File: config.mk
export PLATFORM = sky130hd
export DESIGN_NAME = rvfi_retire_packer
export DESIGN_NICKNAME = d
export VERILOG_FILES = /design/src/rtl/rvfi_pkg.sv /design/src/rtl/rvfi_retire_fifo.sv /design/src/rtl/rvfi_retire_packer.sv
export SDC_FILE = /design/constraint.sdc
export NUM_CORES = 1
export LEC_CHECK = 0
export ABC_AREA = 1
export CORE_MARGIN = 10
export CORE_UTILIZATION = 50
export CTS_BUF_LIST = sky130_fd_sc_hd__clkbuf_4 sky130_fd_sc_hd__clkbuf_8 sky130_fd_sc_hd__clkbuf_16
export DETAILED_ROUTE_END_ITERATION = 16
export PLACE_DENSITY = 0.74
export SLEW_MARGIN = 0
export SYNTH_ARGS = -nofsm -noshare
export SYNTH_HDL_FRONTEND = slang
export SYNTH_SLANG_ARGS = --single-unit
File: constraint.sdc
create_clock -name clock -period 8 [get_ports clock]
set_input_delay 2 -clock clock [delete_from_list [all_inputs] [get_ports clock]]
set_output_delay 2 -clock clock [all_outputs]
set_load 0.005 [all_outputs]
File: src/rtl/rvfi_pkg.sv
// Shared types for the RVFI retire packer.
//   ORDER_W        width of the rvfi_order counter (wraps modulo 2^64)
//   rvfi_rec_t     one retired-instruction record at the default 32-bit sizing
//   packer_state_t RUN -> DRAIN (halt record queued) -> HALTED
package rvfi_pkg;

    localparam int ORDER_W   = 64;
    localparam int RVFI_ILEN = 32;
    localparam int RVFI_XLEN = 32;

    typedef struct packed {
        logic [RVFI_ILEN-1:0] insn;
        logic [RVFI_XLEN-1:0] pc_rdata;
        logic [RVFI_XLEN-1:0] pc_wdata;
        logic                 trap;
        logic                 halt;
    } rvfi_rec_t;

    typedef enum logic [1:0] {
        RUN    = 2'd0,
        DRAIN  = 2'd1,
        HALTED = 2'd2
    } packer_state_t;

endpackage

File: src/rtl/rvfi_retire_fifo.sv
// Synchronous record FIFO with one push and a 0..NRET multi-pop per edge.
// The NRET oldest entries are visible combinationally on head[]; head[0] is
// the oldest. Entries beyond count are stale and must be ignored by the user.
//   clock, reset  clock and synchronous active-high reset (empties the FIFO)
//   push          write push_data at the tail this edge
//   pop_cnt       number of oldest entries to retire this edge (<= count)
//   count         current occupancy
//   head[NRET]    oldest NRET entries
module rvfi_retire_fifo
    import rvfi_pkg::*;
#(
    parameter type rec_t = rvfi_rec_t,
    parameter int  DEPTH = 4,
    parameter int  NRET  = 2,
    parameter int  CW    = $clog2(DEPTH + 1)
) (
    input  logic          clock,
    input  logic          reset,
    input  logic          push,
    input  rec_t          push_data,
    input  logic [CW-1:0] pop_cnt,
    output logic [CW-1:0] count,
    output rec_t          head [NRET]
);

    localparam int AW = (DEPTH > 1) ? $clog2(DEPTH) : 1;

    rec_t          mem_reg [DEPTH];
    logic [AW-1:0] rd_ptr_reg;
    logic [AW-1:0] wr_ptr_reg;
    logic [CW-1:0] count_reg;

    // Explicit modulo keeps the wrap correct even when DEPTH == 1.
    function automatic logic [AW-1:0] ptr_add(input logic [AW-1:0] p, input int n);
        return AW'((int'(p) + n) % DEPTH);
    endfunction

    // Storage carries no reset; only occupancy and pointers define validity.
    always_ff @(posedge clock) begin
        if (push) begin
            mem_reg[wr_ptr_reg] <= push_data;
        end
    end

    always_ff @(posedge clock) begin
        if (reset) begin
            rd_ptr_reg <= '0;
            wr_ptr_reg <= '0;
            count_reg  <= '0;
        end else begin
            if (push) begin
                wr_ptr_reg <= ptr_add(wr_ptr_reg, 1);
            end
            rd_ptr_reg <= ptr_add(rd_ptr_reg, int'(pop_cnt));
            count_reg  <= count_reg + CW'(push) - pop_cnt;
        end
    end

    assign count = count_reg;

    generate
        for (genvar gi = 0; gi < NRET; gi++) begin : g_head
            assign head[gi] = mem_reg[ptr_add(rd_ptr_reg, gi)];
        end
    endgenerate

endmodule

File: src/rtl/rvfi_retire_packer.sv
// Packs retired-instruction records into NRET RVFI channels per cycle.
// Records arrive one per cycle over in_valid/in_ready, are buffered in a
// FIFO, and leave in program order with a 64-bit wrapping rvfi_order.
//   clock, reset          clock and synchronous active-high reset
//   in_valid/in_ready     input handshake; in_ready is registered-state only
//   in_insn, in_pc_rdata, in_pc_wdata, in_trap, in_halt   record fields
//   out_stall             suppress all emission on this edge
//   rvfi_*                registered per-channel outputs, channel 0 = oldest
//   halted                set once the halt record has been emitted
module rvfi_retire_packer
    import rvfi_pkg::*;
#(
    parameter int NRET  = 2,
    parameter int ILEN  = 32,
    parameter int XLEN  = 32,
    parameter int DEPTH = 4
) (
    input  logic                    clock,
    input  logic                    reset,
    input  logic                    in_valid,
    output logic                    in_ready,
    input  logic [ILEN-1:0]         in_insn,
    input  logic [XLEN-1:0]         in_pc_rdata,
    input  logic [XLEN-1:0]         in_pc_wdata,
    input  logic                    in_trap,
    input  logic                    in_halt,
    input  logic                    out_stall,
    output logic [NRET-1:0]         rvfi_valid,
    output logic [NRET*ORDER_W-1:0] rvfi_order,
    output logic [NRET*ILEN-1:0]    rvfi_insn,
    output logic [NRET*XLEN-1:0]    rvfi_pc_rdata,
    output logic [NRET*XLEN-1:0]    rvfi_pc_wdata,
    output logic [NRET-1:0]         rvfi_trap,
    output logic [NRET-1:0]         rvfi_halt,
    output logic                    halted
);

    localparam int CW = $clog2(DEPTH + 1);

    typedef struct packed {
        logic [ILEN-1:0] insn;
        logic [XLEN-1:0] pc_rdata;
        logic [XLEN-1:0] pc_wdata;
        logic            trap;
        logic            halt;
    } rec_t;

    packer_state_t      state_reg, state_next;
    logic [ORDER_W-1:0] order_ctr_reg, order_ctr_next;
    logic [CW-1:0]      count;
    logic [CW-1:0]      pop_cnt;
    logic               push;
    rec_t               push_data;
    rec_t               head [NRET];

    logic               valid_next [NRET];
    logic [ORDER_W-1:0] order_next [NRET];
    rec_t               rec_next   [NRET];
    logic [NRET-1:0]    halt_popped;

    // Depends only on registered occupancy, so a full FIFO never takes a
    // push on the same edge it pops.
    assign in_ready = !reset && (state_reg == RUN) && (count < CW'(DEPTH));
    assign push     = in_valid && in_ready;

    always_comb begin
        push_data          = '0;
        push_data.insn     = in_insn;
        push_data.pc_rdata = in_pc_rdata;
        push_data.pc_wdata = in_pc_wdata;
        push_data.trap     = in_trap;
        push_data.halt     = in_halt;
    end

    assign pop_cnt = out_stall ? '0 : ((count < CW'(NRET)) ? count : CW'(NRET));

    rvfi_retire_fifo #(
        .rec_t (rec_t),
        .DEPTH (DEPTH),
        .NRET  (NRET),
        .CW    (CW)
    ) u_fifo (
        .clock     (clock),
        .reset     (reset),
        .push      (push),
        .push_data (push_data),
        .pop_cnt   (pop_cnt),
        .count     (count),
        .head      (head)
    );

    // Channel i carries the i-th oldest entry when i < pop_cnt; otherwise zeros.
    generate
        for (genvar gi = 0; gi < NRET; gi++) begin : g_chan
            assign valid_next[gi]  = (CW'(gi) < pop_cnt);
            assign order_next[gi]  = valid_next[gi] ? order_ctr_reg + ORDER_W'(gi) : '0;
            assign rec_next[gi]    = valid_next[gi] ? head[gi] : '0;
            assign halt_popped[gi] = valid_next[gi] && head[gi].halt;
        end
    endgenerate

    assign order_ctr_next = order_ctr_reg + ORDER_W'(pop_cnt);

    always_comb begin
        state_next = state_reg;
        case (state_reg)
            RUN:     if (push && in_halt) state_next = DRAIN;
            DRAIN:   if (|halt_popped)    state_next = HALTED;
            HALTED:  state_next = HALTED;
            default: state_next = RUN;
        endcase
    end

    always_ff @(posedge clock) begin
        if (reset) begin
            state_reg     <= RUN;
            order_ctr_reg <= '0;
            rvfi_valid    <= '0;
            rvfi_order    <= '0;
            rvfi_insn     <= '0;
            rvfi_pc_rdata <= '0;
            rvfi_pc_wdata <= '0;
            rvfi_trap     <= '0;
            rvfi_halt     <= '0;
        end else begin
            state_reg     <= state_next;
            order_ctr_reg <= order_ctr_next;
            for (int i = 0; i < NRET; i++) begin
                rvfi_valid[i]                     <= valid_next[i];
                rvfi_order[i*ORDER_W +: ORDER_W]  <= order_next[i];
                rvfi_insn[i*ILEN +: ILEN]         <= rec_next[i].insn;
                rvfi_pc_rdata[i*XLEN +: XLEN]     <= rec_next[i].pc_rdata;
                rvfi_pc_wdata[i*XLEN +: XLEN]     <= rec_next[i].pc_wdata;
                rvfi_trap[i]                      <= rec_next[i].trap;
                rvfi_halt[i]                      <= rec_next[i].halt;
            end
        end
    end

    // The HALTED transition happens on the same edge the halt record is
    // registered onto its channel, so halted rises together with rvfi_halt.
    assign halted = (state_reg == HALTED);

endmodule

Yosys cells after proc, flatten, opt, wreduce, memory -nomap -nowiden

Memories as Yosys holds them, arrays and structs flattened. A register that Yosys moved wholly into a read port is not among the register bits.
Cells that the tools add are included.

Register bits: 399
Memory bits (writable): 392
Memories: 1

Muxes and demuxes: 8
$add $sub $neg: 7
Bitwise operators: 2
Reduce and logical (&&, ||, !) cells: 12
Equal/unequal tests: 4
$lt $le $gt $ge: 4

Memory list:

| name           | words | bits a word | read ports | clocked after memory_dff | wr ports | RTL line               | RTL |
|---|---|---|---|---|---|---|---|
| u_fifo.mem_reg | 4     | 98          | 2          | 1                        | 1        | rvfi_retire_fifo.sv:28 | `rec_t mem_reg [DEPTH];` |

Operators with widths:

| cell                    | number |
|---|---|
| $add A64 B1 Y64 const B | 1 |
| $add A64 B3 Y64         | 1 |
| $logic_and A1 B1 Y1     | 6 |
| $lt A1 B3 Y1 const A    | 2 |
| $mux W2                 | 3 |
| $mux W3                 | 2 |
| $pmux W2 S3             | 1 |
| $reduce_or A2 Y1        | 3 |
| $add A2 B1 Y2 const B   | 2 |
| $add A3 B1 Y3           | 1 |
| $lt A3 B2 Y1 const B    | 1 |
| $lt A3 B3 Y1 const B    | 1 |
| $sub A3 B3 Y3           | 1 |
| $add A2 B2 Y2           | 1 |
| $eq A2 B1 Y1 const B    | 1 |
| $eq A2 B2 Y1 const B    | 1 |
| $logic_not A2 Y1        | 1 |
| $mux W1                 | 2 |
| $ne A2 B1 Y1 const B    | 1 |
| $ne A2 B2 Y1 const B    | 1 |
| $not A1 Y1              | 2 |
| $reduce_and A2 Y1       | 1 |
| $logic_not A1 Y1        | 1 |

Longest topological paths before layout

Word-level depth: 8
Depth in mapped cells: 14
Depth with buffers taken out: 14

By module

Synthesis repeated with hierarchy kept, for this count alone.

Cells, all modules: 3579
Area, all modules: 32160.8 um^2

By module, submodules not included:

| module             | instances | area an instance (um^2) | cells each | sequential area each (um^2) |
|---|---|---|---|---|
| rvfi_retire_fifo   | 1         | 18047.3                 | 1753       | 11911.4 |
| rvfi_retire_packer | 1         | 14113.5                 | 1826       | 7847.5 |

Worst setup path before layout

No wires, ideal clock.

Kind: input to register
From: input reset
To: memory u_fifo.mem_reg[0][0] in the netlist's numbering, enable pin
Setup slack: 0.719 ns
Buffers on the path: 1
Required time: 7.444 ns
Cell stages on the path: 6
Arrival time: 6.725 ns
Cells stage by stage: buf_2 -> clkinv_1 -> nand2_1 -> nor2_1 -> nand2_1 -> nor2_1

Longest elaborated chain between the ends: 6

RTL lines:

| item                             | RTL line                 | RTL |
|---|---|---|
| start: declaration               | rvfi_retire_packer.sv:19 | `input logic reset,` |
| $logic_not A1 Y1                 | rvfi_retire_packer.sv:63 | `assign in_ready = !reset && (state_reg == RUN) && (count < CW'(DEPTH));` |
| $logic_and A1 B1 Y1 (2 in a row) | rvfi_retire_packer.sv:63 |  |
| named net in_ready               | rvfi_retire_packer.sv:21 | `output logic in_ready,` |
| $logic_and A1 B1 Y1              | rvfi_retire_packer.sv:64 | `assign push = in_valid && in_ready;` |
| $mux W1                          | rvfi_retire_fifo.sv:40   | `if (push) begin` |
| $mux W1 (implied by the code)    | rvfi_retire_fifo.sv:41   | `mem_reg[wr_ptr_reg] <= push_data;` |
| end: declaration                 | rvfi_retire_fifo.sv:28   |  |

The timed path passes the listed nets, and every way through them passes these cells.

Worst setup path after layout

From: input reset
To: output in_ready

Longest elaborated chain between the ends: 3

RTL lines:

| item                             | RTL line |
|---|---|
| $logic_not A1 Y1                 | rvfi_retire_packer.sv:63 |
| $logic_and A1 B1 Y1 (2 in a row) | rvfi_retire_packer.sv:63 |
| end: declaration                 | rvfi_retire_packer.sv:21 |

Every way passes these cells.

==> impl_metrics.yaml <==
detailed_routing:
  dr.pass1.iters: 6
  first_iter_violations: 2442
  wl_per_cell_um: 23.1
  drtAntennaViolNets: 0
  route.detailed.drc: 0
  vias: 23900
  vias_per_cell: 5.76
  finalWirelength_um: 95900
sta:
  period_share: 0.650
  period_minus_slack_ns: 5.20
  tightest_slew_ns: 1.17
  skew_ns: 0.0354
  timing.fmax_mhz: 192
  hold_viol_final: 0
  finalMaxSlewViolations: 0
  finalSetupTns_ns: 0
  slew_headroom: 0.220
  setup_viol: 0
  rsz0062_at_grt: "no"
final_layout:
  drive_gt1_frac: 0.0641
  nets: 3424
  utilization: 0.636
  largest_register_ffs: 392
  syn_to_final_growth_pct: 25.3
  fill_cells: 4593
clock_tree:
  ctsHoldBuffers: 0
  htreeDepth: 3
  clk_pin_slew_worst_paths_ns: 0.06
  clockRootBuffer: "clkbuf_16"
  cts_setup_buffers: 0
  cts.repair.resized: 0
  cts.path.max_buffers: 3
  cts.sinks: 791
  cts_tree: "done"
  cts-buffers-inserted: 81
  clock_latency_ns: 0.64
worst_setup_path:
  cp.required_ns: 6.00
  cp-start-kind: "input pin"
  cpMaxStageDelayCell: "clkdlybuf4s50_1"
  cpPeakStageDelay_ns: 0.53
  cp.arrival_ns: 3.20
  critical_path_class: "input pin to output port"
  r2r_slack_ns: 4.46
  crit_fanout: 3
  crit_path_frequent_cell: "clkdlybuf4s50_1"
  critPathCaptureType: "output port"
  crit_path_cell_trace: "clkdlybuf4s50_1 > clkinv_1 > nand2_1 > nor2_1 > clkdlybuf4s50_1"
power_and_ir_drop:
  ir_worst_vdd_mv: 0.213
  total_power_uw: 10700
  leakagePower_uw: 0.0134
  pwr_density_cell_nw_per_um2: 285
grt:
  grt_pass1_wl_um: 143000
  antenna_found_initial: 15
  grt_pass1_vias: 23900
  grt_overflow: 0
  grt_start_max_net_pins: 186
  grt_usage: 0.263
floorplanning:
  core_um2: 59200
  dieHeight_um: 265
  fp.dieW_um: 265
  start_util: 0.508
  ios: 430
  row_count: 89
  die-area_um2: 70400
logic_synthesis:
  ys_types: 37
  yosysSeqAreaShare: 0.657
  ys_seq_elements: 791
  synth_area_per_cell_um2: 10.3
  synth-async-reset-ratio: 0
  yosysWarnings: 0
  synth_flop_cell: "dfxtp_1"
  synth_edf_count: 392
  syn_area_um2: 30100
  syn-num-nets: 3048
  syn_inst: 2928
place:
  portBuffers: 429
  place_congestion: 0.970
  dp_hpwl_um: 62300
flow_run:
  cap_viol_max_count: 0
hold_path:
  hold_class: "register to register"
status:
  status: "completed"
[where the power goes]
group,leakage [µW],internal (µW),switching (µW)
registers,0.00677,4580,231
clock network,0.00134,2170,1610
logic,0.00534,781,1370
total,0.0134,7530,3200
[placed cells by master, fill, tap and decap left out, drive strengths merged, types with 12 or more instances in the layout]
cell,netlist,routed
dfxtp,399,399
a31oi,88,88
ha,16,16
o21ai,62,62
clkbuf,104,103
nand3,67,67
inv,149,152
clkdlybuf4s50,0,429
a221oi,97,97
nand2,754,754
clkinv,1,32
a22o,97,97
xor2,21,21
nor2,299,299
a21oi,286,286
edfxtp,392,392
buf,54,22
nand4,12,12
[final timing paths]
kind / startpoint / endpoint / cells after the start
max: reset / in_ready / 5
min reg2reg: order_ctr_reg[63]$_SDFF_PP0_ / order_ctr_reg[63]$_SDFF_PP0_ / 2
max reg2reg: u_fifo.rd_ptr_reg[0]$_SDFF_PP0_ / rvfi_insn[34]$_SDFF_PP0_ / 6
min: order_ctr_reg[63]$_SDFF_PP0_ / order_ctr_reg[63]$_SDFF_PP0_ / 2
[cell families after synthesis]
family,share of synthesized area
AOI/OAI and AO/OA,0.136
xor gates and xnor gates,0.00641
adders and majority gates,0.00799
buffers and inverters,0.0401
DFF,0.657
other,0.000125
and+or+nand+nor,0.152
[cell type report]
cell class	count	area, µm²	area share
multi-input cells	1829	9160	0.243
repair buffers	451	4480	0.119
well taps	773	967	0.0257
clock inverters	46	475	0.0126
flip-flops and latches	791	19800	0.524
diodes	8	20.0	0.000531
clock buffers	103	2240	0.0593
inverters	150	578	0.0153
[through the flow]
stage	hold WS [ns]	instances	setup slack (ns)	area [µm²]
floorplan	0.433	2928	0.719	30100
global placement	0.458	3994	2.77	35000
detailed placement	0.478	3994	2.80	35000
CTS	0.487	4143	2.79	37700
global route	0.514	4147	2.74	37700
finish	0.490	4151	2.80	37700
[cells in the mapped netlist, types with 21 or more instances]
cell type / count / share of area
nand2_1: 745 / 0.093
dfxtp_1: 399 / 0.27
edfxtp_1: 392 / 0.39
a21oi_1: 286 / 0.048
nor2_1: 277 / 0.035
inv_1: 141 / 0.018
clkbuf_1: 104 / 0.013
a221oi_1: 97 / 0.028
a22o_1: 97 / 0.028
a31oi_1: 88 / 0.018
nand3_1: 67 / 0.011
o21ai_0: 57 / 0.0095
buf_2: 40 / 0.0067
xor2_1: 21 / 0.0061
[routing by layer]
metal,global-route usage,part of all wire
met2,0.452,0.49
met3,0.0642,0.088
met4,0.111,0.040
met5,0,0.0011
met1,0.312,0.38
[worst max-delay path: cells and delay by family]
| kind | cells | cell delay (ns) |
|---|---|---|
| buffers and inverters | 3 | 1.04 |
| and+or+nand+nor | 2 | 0.16 |
No activity file was read; power rests on OpenSTA's default activity.
